$ cat config.mk
export PLATFORM = sky130hd
export DESIGN_NAME = toggle_pulse_gen_flat
export DESIGN_NICKNAME = d
export VERILOG_FILES = /design/src/rtl/toggle_pulse_gen_if.sv /design/src/rtl/toggle_pulse_gen.sv /design/src/flat_wrapper.sv
export SDC_FILE = /design/constraint.sdc
export NUM_CORES = 1
export LEC_CHECK = 0
export CORE_MARGIN = 2
export CORE_UTILIZATION = 48
export CTS_BUF_LIST = sky130_fd_sc_hd__clkbuf_16
export CTS_CLUSTER_DIAMETER = 40
export CTS_CLUSTER_SIZE = 30
export DETAILED_ROUTE_END_ITERATION = 12
export PLACE_DENSITY = 0.75
export SYNTH_ARGS = -nofsm -noshare
export SYNTH_HDL_FRONTEND = slang
export SYNTH_SLANG_ARGS = --single-unit
$ cat constraint.sdc
create_clock -name clk -period 1.5 [get_ports clk]
set_input_delay 0.15 -clock clk [delete_from_list [all_inputs] [get_ports clk]]
set_output_delay 0.15 -clock clk [all_outputs]
set_load 0.02 [all_outputs]
$ cat src/rtl/toggle_pulse_gen_if.sv
// Button-side signal bundle for toggle_pulse_gen: raw button and enable in,
// toggle pulse, debounced level and press count out.
interface toggle_pulse_gen_if #(
    parameter int CNT_W = 8
);
    logic             btn;
    logic             en;
    logic             t;
    logic             btn_db;
    logic [CNT_W-1:0] press_cnt;

    modport master (
        output btn,
        output en,
        input  t,
        input  btn_db,
        input  press_cnt
    );

    modport slave (
        input  btn,
        input  en,
        output t,
        output btn_db,
        output press_cnt
    );
endinterface

$ cat src/rtl/toggle_pulse_gen.sv
// Debounces a raw push-button and emits one registered t pulse per accepted
// press, for driving a T flip-flop; also exports debounced level and press count.
module toggle_pulse_gen #(
    parameter int DB_CYCLES = 4,
    parameter int CNT_W     = 8
) (
    input  logic              clk,
    input  logic              reset,
    toggle_pulse_gen_if.slave bus
);
    localparam int            CW       = $clog2(DB_CYCLES) + 1;
    localparam logic [CW-1:0] CNT_LAST = CW'(DB_CYCLES - 1);

    typedef enum logic [1:0] {
        IDLE,
        PRESS_WAIT,
        HELD,
        RELEASE_WAIT
    } state_t;

    state_t           state_reg, state_next;
    logic [CW-1:0]    cnt_reg, cnt_next;
    logic             t_reg, t_next;
    logic             btn_db_reg, btn_db_next;
    logic [CNT_W-1:0] press_cnt_reg, press_cnt_next;
    logic             btn_m_reg, btn_s_reg;

    // Two-flop synchronizer; only btn_s_reg is seen by the FSM.
    always_ff @(posedge clk or negedge reset) begin
        if (!reset) begin
            btn_m_reg <= 1'b0;
            btn_s_reg <= 1'b0;
        end else begin
            btn_m_reg <= bus.btn;
            btn_s_reg <= btn_m_reg;
        end
    end

    always_ff @(posedge clk or negedge reset) begin
        if (!reset) begin
            state_reg     <= IDLE;
            cnt_reg       <= '0;
            t_reg         <= 1'b0;
            btn_db_reg    <= 1'b0;
            press_cnt_reg <= '0;
        end else begin
            state_reg     <= state_next;
            cnt_reg       <= cnt_next;
            t_reg         <= t_next;
            btn_db_reg    <= btn_db_next;
            press_cnt_reg <= press_cnt_next;
        end
    end

    always_comb begin
        state_next     = state_reg;
        cnt_next       = cnt_reg;
        t_next         = 1'b0;
        btn_db_next    = btn_db_reg;
        press_cnt_next = press_cnt_reg;
        case (state_reg)
            IDLE: begin
                if (btn_s_reg) begin
                    state_next = PRESS_WAIT;
                    cnt_next   = CW'(1);
                end else begin
                    cnt_next = '0;
                end
            end
            PRESS_WAIT: begin
                if (!btn_s_reg) begin
                    state_next = IDLE;
                    cnt_next   = '0;
                end else if (cnt_reg == CNT_LAST) begin
                    state_next  = HELD;
                    cnt_next    = '0;
                    btn_db_next = 1'b1;
                    // en only matters on this edge; a later rise never pulses.
                    if (bus.en) begin
                        t_next         = 1'b1;
                        press_cnt_next = press_cnt_reg + 1'b1;
                    end
                end else begin
                    cnt_next = cnt_reg + 1'b1;
                end
            end
            HELD: begin
                if (!btn_s_reg) begin
                    state_next = RELEASE_WAIT;
                    cnt_next   = CW'(1);
                end else begin
                    cnt_next = '0;
                end
            end
            RELEASE_WAIT: begin
                if (btn_s_reg) begin
                    state_next = HELD;
                    cnt_next   = '0;
                end else if (cnt_reg == CNT_LAST) begin
                    state_next  = IDLE;
                    cnt_next    = '0;
                    btn_db_next = 1'b0;
                end else begin
                    cnt_next = cnt_reg + 1'b1;
                end
            end
            default: begin
                state_next = IDLE;
                cnt_next   = '0;
            end
        endcase
    end

    assign bus.t         = t_reg;
    assign bus.btn_db    = btn_db_reg;
    assign bus.press_cnt = press_cnt_reg;
endmodule

$ cat src/flat_wrapper.sv
// flat-port wrapper written by rule: the top's interface ports become plain ports
module toggle_pulse_gen_flat 
#(
    parameter int DB_CYCLES = 4,
    parameter int CNT_W     = 8
)
  (clk, reset, bus_btn, bus_en, bus_t, bus_btn_db, bus_press_cnt);
  toggle_pulse_gen_if #(.CNT_W(CNT_W)) bus_i ();
  input  logic clk;
  input  logic reset;
  input wire logic [$bits(bus_i.btn)-1:0] bus_btn;
  input wire logic [$bits(bus_i.en)-1:0] bus_en;
  output wire logic [$bits(bus_i.t)-1:0] bus_t;
  output wire logic [$bits(bus_i.btn_db)-1:0] bus_btn_db;
  output wire logic [$bits(bus_i.press_cnt)-1:0] bus_press_cnt;
  assign bus_i.btn = bus_btn;
  assign bus_i.en = bus_en;
  assign bus_t = bus_i.t;
  assign bus_btn_db = bus_i.btn_db;
  assign bus_press_cnt = bus_i.press_cnt;
  toggle_pulse_gen #(.DB_CYCLES(DB_CYCLES), .CNT_W(CNT_W)) u_core (.clk(clk), .reset(reset), .bus(bus_i));
endmodule
* After elaboration in Yosys (flattened, before gate mapping) *
Cells that the tools add are included.

operators by class
  reductions and logical operators = 5
  equality and inequality tests = 12
  multiplexer cells = 22
  add/sub/neg operators = 2

operators with widths
  cell                                                                   count
  2-bit 2-to-1 mux                                                       6
  3-bit case mux with 4 select lines                                     1
  1-bit 2-to-1 mux                                                       10
  3-bit 2-to-1 mux                                                       3
  8-bit by 1-bit adder with 8-bit output, second input constant          1
  2-bit by 1-bit != test with 1-bit output, second input constant        4
  2-bit case mux with 4 select lines                                     1
  4-bit AND reduction                                                    2
  5-bit AND reduction                                                    1
  2-bit equality test, second input constant                             2
  2-bit != test, second input constant                                   2
  3-bit by 1-bit adder with 3-bit output, second input constant          1
  3-bit by 2-bit equality test with 1-bit output, second input constant  1
  3-bit by 1-bit != test with 1-bit output, second input constant        1
  3-bit != test, second input constant                                   1
  2-bit by 1-bit equality test with 1-bit output, second input constant  1
  2-bit logical NOT                                                      1
  1-bit case mux with 2 select lines                                     1
  2-bit nonzero test                                                     1

word-level totals
  bits in registers = 17
  input bits = 4
  output and inout bits = 10

* Logic depth before layout (Yosys ltp) *
Gate-level depths: netlist (run 1).

  depth in word-level cells = 4
  gate-level depth with buffers = 4
  mapped depth without buffers = 4

* Worst setup path before layout (run 1) *
OpenSTA, ideal clock, no wires.

  path type = register -> register
  from = register u_core.cnt_reg[0]
  to = register u_core.press_cnt_reg[1], in the netlist u_core.bus.press_cnt[1]
  required time = 1.375 ns
  clock period less this slack = 1.261 ns
  library setup time = 0.125 ns
  setup slack = 0.239 ns
  cell stages (with the launch flop) = 5
  arrival time = 1.136 ns
  path through = dfrtp_1 ha_1 nand3b_4 nor2_2 mux2_2

between the ends
  word-level cells in the longest chain between the ends = 2

RTL lines
  element                                         line                    RTL
  start: declaration                              toggle_pulse_gen.sv:22  logic [CW-1:0] cnt_reg, cnt_next;
  start signal: assignment                        toggle_pulse_gen.sv:48  cnt_reg <= cnt_next;
  3-bit by 2-bit equality test with 1-bit output  toggle_pulse_gen.sv:74  end else if (cnt_reg == CNT_LAST) begin
  4-bit AND reduction (no line)                   n/a
  end signal: assignment                          toggle_pulse_gen.sv:51  press_cnt_reg <= press_cnt_next;
  end: declaration                                toggle_pulse_gen.sv:25  logic [CNT_W-1:0] press_cnt_reg, press_cnt_next;

No other way between the ends.
A chain may end at the register's enable or synchronous reset.

* Worst setup path after layout (run 1) *
  from = register u_core.press_cnt_reg[4], in the netlist u_core.bus.press_cnt[4]
  to = output port bus_press_cnt[4]

RTL lines
  element           line                RTL
  end: declaration  flat_wrapper.sv:15  output wire logic [$bits(bus_i.press_cnt)-1:0] bus_press_cnt;

No word-level cell between the ends.

==> metrics.csv, run 1 <==
metric;value;unit
drtIter0Drc;7;
wl_per_cell;14.1;microns
crit_family;buffers and inverters;
syn_area;706;sq um
clock_sinks;17;
synth_largest_area_cell;dfrtp_1;
synth_edf_count;0;
avgViaCountPerCell;5.39;
layout-drive-gt1-share;11.4;%
grt_pass1_wl;2.24;mm
synthArstFlopShare;100;%
synth.ff_latch_count;17;
synth_area_leaders;dfrtp_1 (60%), xor2_1 (6.2%), and4b_1 (4.3%), xnor2_1 (3.7%), ha_1 (3.5%);
synth.distinct_cells;23;
coreArea;1330;sq um
drc_errors;0;
cp-start-kind;flip-flop;
final_cells;85;
fin_worst_skew;0.00183;ns
slew_viol_final;0;
synth.most_common_cell;dfrtp_1;
yosysTopAreaCellShare;60.3;%
fin_crit;1.44;ns
avgSynthCellArea;13.6;sq um
row_count;13;
max_freq;696;MHz
cts_hold_buf;0;
cts_made_buffers;3;
synth_top_flop_cell;dfrtp_1;
crit_type;reg -> out;
fillCellCount;105;
rsz0062_at_grt;false;
io_pins;14;
clk_latency;0.25;ns
pwr_density_cell;1430;nW/um^2
cpPeakStageDelay;0.63;ns
post_cts_resized;0;
hold_violations;0;
fin_crit_sh;95.8;%
die-height;42.3;microns
finalWirelength;1.20;mm
track_usage;17.2;%
grt_max_degree;18;
post-dp-hpwl;811;microns
worstPathArrival;1.29;ns
syn_to_final_growth;33.7;%
ff2ff_setup_slack;0.15;ns
clk_pin_slew;0.05;ns
dp.cells;81;
initial_utilization;52.9;%
cts_setup_buffers;0;
finalSetupViolations;0;
netlist_instances;52;
diodes;0;
overflow;0;
path_buf_inv;1;
die_area;1790;sq um
critPathSlowestCell;clkdlybuf4s50_1;
maxCapViolations;0;
p_leak;0.488;nW
fin_ws;0.0634;ns
critPathRequiredTime;1.35;ns
seq_area_frac_synth;60.3;%
cts_root_buf;clkbuf_16;
antenna_left;0;
gp_congestion;0.756;
worstSetupEndpointType;output port;
hold_path.class;in -> async;
syn_nets;58;
worst_pin_slew;0.229;ns
port_buffers;13;
slew_headroom;84.6;%
final_nets;77;
cp_max_fo;5;
largest_reg_flops;8;
pre_cts_slack;0.111;ns
ctsLongestPathBuffers;2;
num_vias;458;
die_x;42.3;microns
grt_antenna_before_repair;0;
status;finished, final reports clean;
grt_pass1_vias;486;
synth_warnings;0;
crit_chain;clkdlybuf4s50_1;
cts_tree;built;
h-tree-depth;1;
drt_pre_antenna_iters;4;
fin_setup_tns;0;ns
synth_commonest_cells;dfrtp_1 (17), xor2_1 (5), and4b_1 (3), xnor2_1 (3);
vdd.ir_drop.worst;1050;uV
worst paths after layout:
path | startpoint | endpoint | depth (start not counted)
worst max register to register | u_core.cnt_reg[0] | u_core.bus.press_cnt[1] | 4
worst min register to register | u_core.btn_m_reg | u_core.btn_s_reg | 0
min in group clk | bus_btn | u_core.btn_m_reg | 1
worst max-delay path | u_core.bus.press_cnt[4] | bus_press_cnt[4] | 1
worst min-delay path | reset | u_core.cnt_reg[1] | 2
max in group asynchronous | reset | u_core.cnt_reg[2] | 2
layout make-up:
cell class / count / area (sq um) / share of cell area [%]
Clock buffer: 3 / 75.1 / 7.96
Sequential cell: 17 / 425 / 45.1
Clock inverter: 1 / 3.75 / 0.398
Timing Repair Buffer: 14 / 140 / 14.9
Multi-Input combinational cell: 35 / 280 / 29.7
Tap cell: 15 / 18.8 / 1.99
metal layers:
metal	vias to the layer above	routed length [microns]	track usage, %
li1	225	-	-
met1	213	570	22.7
met2	15	518	24.3
met3	5	71	5.17
met4	0	40	11.3
met5	-	0	0
cells by family (layout without fill, tap and decap cells):
family	after synthesis	count (layout)	synth area share, %
compound gates	4	4	3.55
xor+xnor	8	8	9.93
fa+ha+maj	2	2	3.55
flops	17	17	60.3
buf+inv	0	18	0
mux	1	1	1.60
simple gates	20	20	21.1
power breakdown:
part	total [W]	internal, W	leakage, nW	switching [W]
registers	0.000610	0.000536	0.226	0.0000743
clock network	0.000515	0.000353	0.0423	0.000162
logic	0.000223	0.000118	0.219	0.000105
total	0.00135	0.00101	0.488	0.000341
layout by cell type, fill, tap and decap left out:
cell,instances
inv_1,1
nor2_2,1
nand3b_1,1
clkdlybuf4s50_1,12
and2_1,1
nor2_1,2
nand4_1,1
xnor2_1,3
a21oi_1,1
nor4_2,1
buf_4,1
and4b_1,3
nor3_1,1
dlymetal6s2s_1,1
ha_1,2
nand2_1,2
clkbuf_16,3
nand4b_1,1
a21o_1,1
dfrtp_1,17
nand3b_4,1
nand3_1,2
xor2_1,5
o21ai_0,1
mux2_2,1
and4_1,1
a21boi_0,1
and3_1,2
stage by stage:
stage	power (W)	instance area [sq um]	hold WS, ns	util [%]
2_1_floorplan	0.000742	706	-0.146	-
3_3_place_gp	0.000839	862	0.334	64.6
3_5_place_dp	0.000845	862	0.337	64.6
4_1_cts	0.00137	941	0.227	70.5
5_1_grt	0.00142	943	0.277	70.7
6_report	0.00135	943	0.221	70.7
(Power assumes the default switching activity.)
==> run 2, diff against run 1 <==
--- a/config.mk
+++ b/config.mk
@@ -12,6 +12,7 @@
 export CTS_CLUSTER_SIZE = 30
 export DETAILED_ROUTE_END_ITERATION = 12
 export PLACE_DENSITY = 0.75
+export SKIP_CTS_REPAIR_TIMING = 1
 export SYNTH_ARGS = -nofsm -noshare
 export SYNTH_HDL_FRONTEND = slang
 export SYNTH_SLANG_ARGS = --single-unit
==> constraint.sdc (replaced) <==
create_clock -name clk -period 1.38 [get_ports clk]
set_input_delay 0.138 -clock clk [delete_from_list [all_inputs] [get_ports clk]]
set_output_delay 0.138 -clock clk [all_outputs]
set_load 0.02 [all_outputs]
==> metrics.csv, run 2 (synthesis results as in run 1) <==
metric;value;unit
status;finished, final reports clean;
r2r_end;u_core.bus.press_cnt[1];
fin_crit;1.35;ns
syn_to_final_growth;39.2;%
crit_chain;clkdlybuf4s50_1;
cp-start-kind;flip-flop;
critPathSlowestCell;clkdlybuf4s50_1;
io_pins;14;
clk_pin_slew;0.05;ns
die_area;1790;sq um
initial_utilization;52.9;%
cts_tree;built;
fin_ws;0.0338;ns
final_nets;78;
grt_antenna_before_repair;0;
ctsLongestPathBuffers;2;
finalWirelength;1.23;mm
gp_congestion;0.760;
grt_pass1_vias;477;
pre_cts_slack;0.0632;ns
fin_crit_sh;97.6;%
crit_family;buffers and inverters;
hold_violations;0;
port_buffers;13;
num_vias;453;
post-dp-hpwl;877;microns
cpPeakStageDelay;0.61;ns
cts_root_buf;clkbuf_16;
row_count;13;
rsz0062_at_grt;false;
drt_pre_antenna_iters;2;
fin_worst_skew;0.00193;ns
coreArea;1330;sq um
ff2ff_setup_slack;0.08;ns
diodes;0;
worstSetupEndpointType;output port;
h-tree-depth;1;
p_total;0.00148;W
overflow;0;
die_x;42.3;microns
fillCellCount;93;
worst_pin_slew;0.234;ns
pwr_density_cell;1500;nW/um^2
reg2regPathDepth;4;
slew_headroom;84.4;%
final_cell_mix;dfrtp_1 (17), dlymetal6s2s_1 (7), clkdlybuf4s50_1 (6);
fin_setup_tns;0;ns
r2r_start;u_core.cnt_reg[0];
track_usage;16.6;%
wl_per_cell;14.3;microns
maxCapViolations;0;
cp_max_fo;3;
die-height;42.3;microns
layout-drive-gt1-share;14.1;%
path_buf_inv;1;
finalSetupViolations;0;
drtIter0Drc;2;
cts_made_buffers;3;
crit_type;reg -> out;
clk_latency;0.24;ns
final_common_cell;dfrtp_1;
slew_viol_final;0;
clock_sinks;17;
avgViaCountPerCell;5.27;
p_leak;0.617;nW
critPathRequiredTime;1.24;ns
grt_max_degree;18;
hold_path.class;in -> async;
grt_pass1_wl;2.15;mm
antenna_left;0;
whs;0.212;ns
worstPathArrival;1.21;ns
drc_errors;0;
largest_reg_flops;8;
vdd.ir_drop.worst;1020;uV
max_freq;743;MHz
## run 2: cell types whose count changed in the layout (fill, tap and decap cells not counted), sizes merged
cell,previous run,this run
dlymetal6s2s,1,7
buf,1,2
clkdlybuf4s50,12,6
## run 2: worst register-to-register path: stages, from the launching register on
cell and delay, ns:
dfrtp_1 0.36, ha_2 0.22, nand3b_4 0.14, nor2_4 0.14
mux2_2 0.33
## run 2: worst max-delay path by stage
stage                                 start                 endpoint  slack [ns]  cells past startpoint
floorplan                 u_core.cnt_reg[0]  u_core.bus.press_cnt[1]        0.12                      4
global placement                     bus_en  u_core.bus.press_cnt[1]        0.08                      4
detailed placement                   bus_en  u_core.bus.press_cnt[7]        0.06                      4
CTS                 u_core.bus.press_cnt[2]         bus_press_cnt[2]       -0.06                      1
global route              u_core.bus.btn_db               bus_btn_db      0.0006                      1
finish                    u_core.bus.btn_db               bus_btn_db        0.03                      1
## run 2: area by class of cell
class / instances / area, sq um / area share [%]
Tap cell: 15 / 18.8 / 1.91
Timing Repair Buffer: 15 / 163 / 16.6
Clock buffer: 3 / 75.1 / 7.64
Clock inverter: 1 / 3.75 / 0.382
Multi-Input combinational cell: 35 / 297 / 30.2
Sequential cell: 17 / 425 / 43.3
## run 2: through the flow
step / std cells / util (%) / cell area [sq um]
after CTS: 86 / 71.1 / 948
after global placement: 82 / 65.2 / 870
after floorplan: 52 / - / 706
final: 86 / 73.6 / 982
after global routing: 86 / 73.6 / 982
after detailed placement: 82 / 65.2 / 870
## run 2: routing by layer
layer,GRT usage [%],vias to the layer above,wire [microns]
li1,-,222,-
met1,24.7,219,635
met2,22.5,10,521
met3,4.31,2,57
met4,7.50,0,12
met5,0,-,0
## run 2: power by group
part           total, W  switching [W]  internal (W)  leakage [nW]
clock network  0.000553       0.000170      0.000383        0.0423
logic          0.000256       0.000125      0.000131         0.349
registers      0.000668      0.0000849      0.000583         0.226
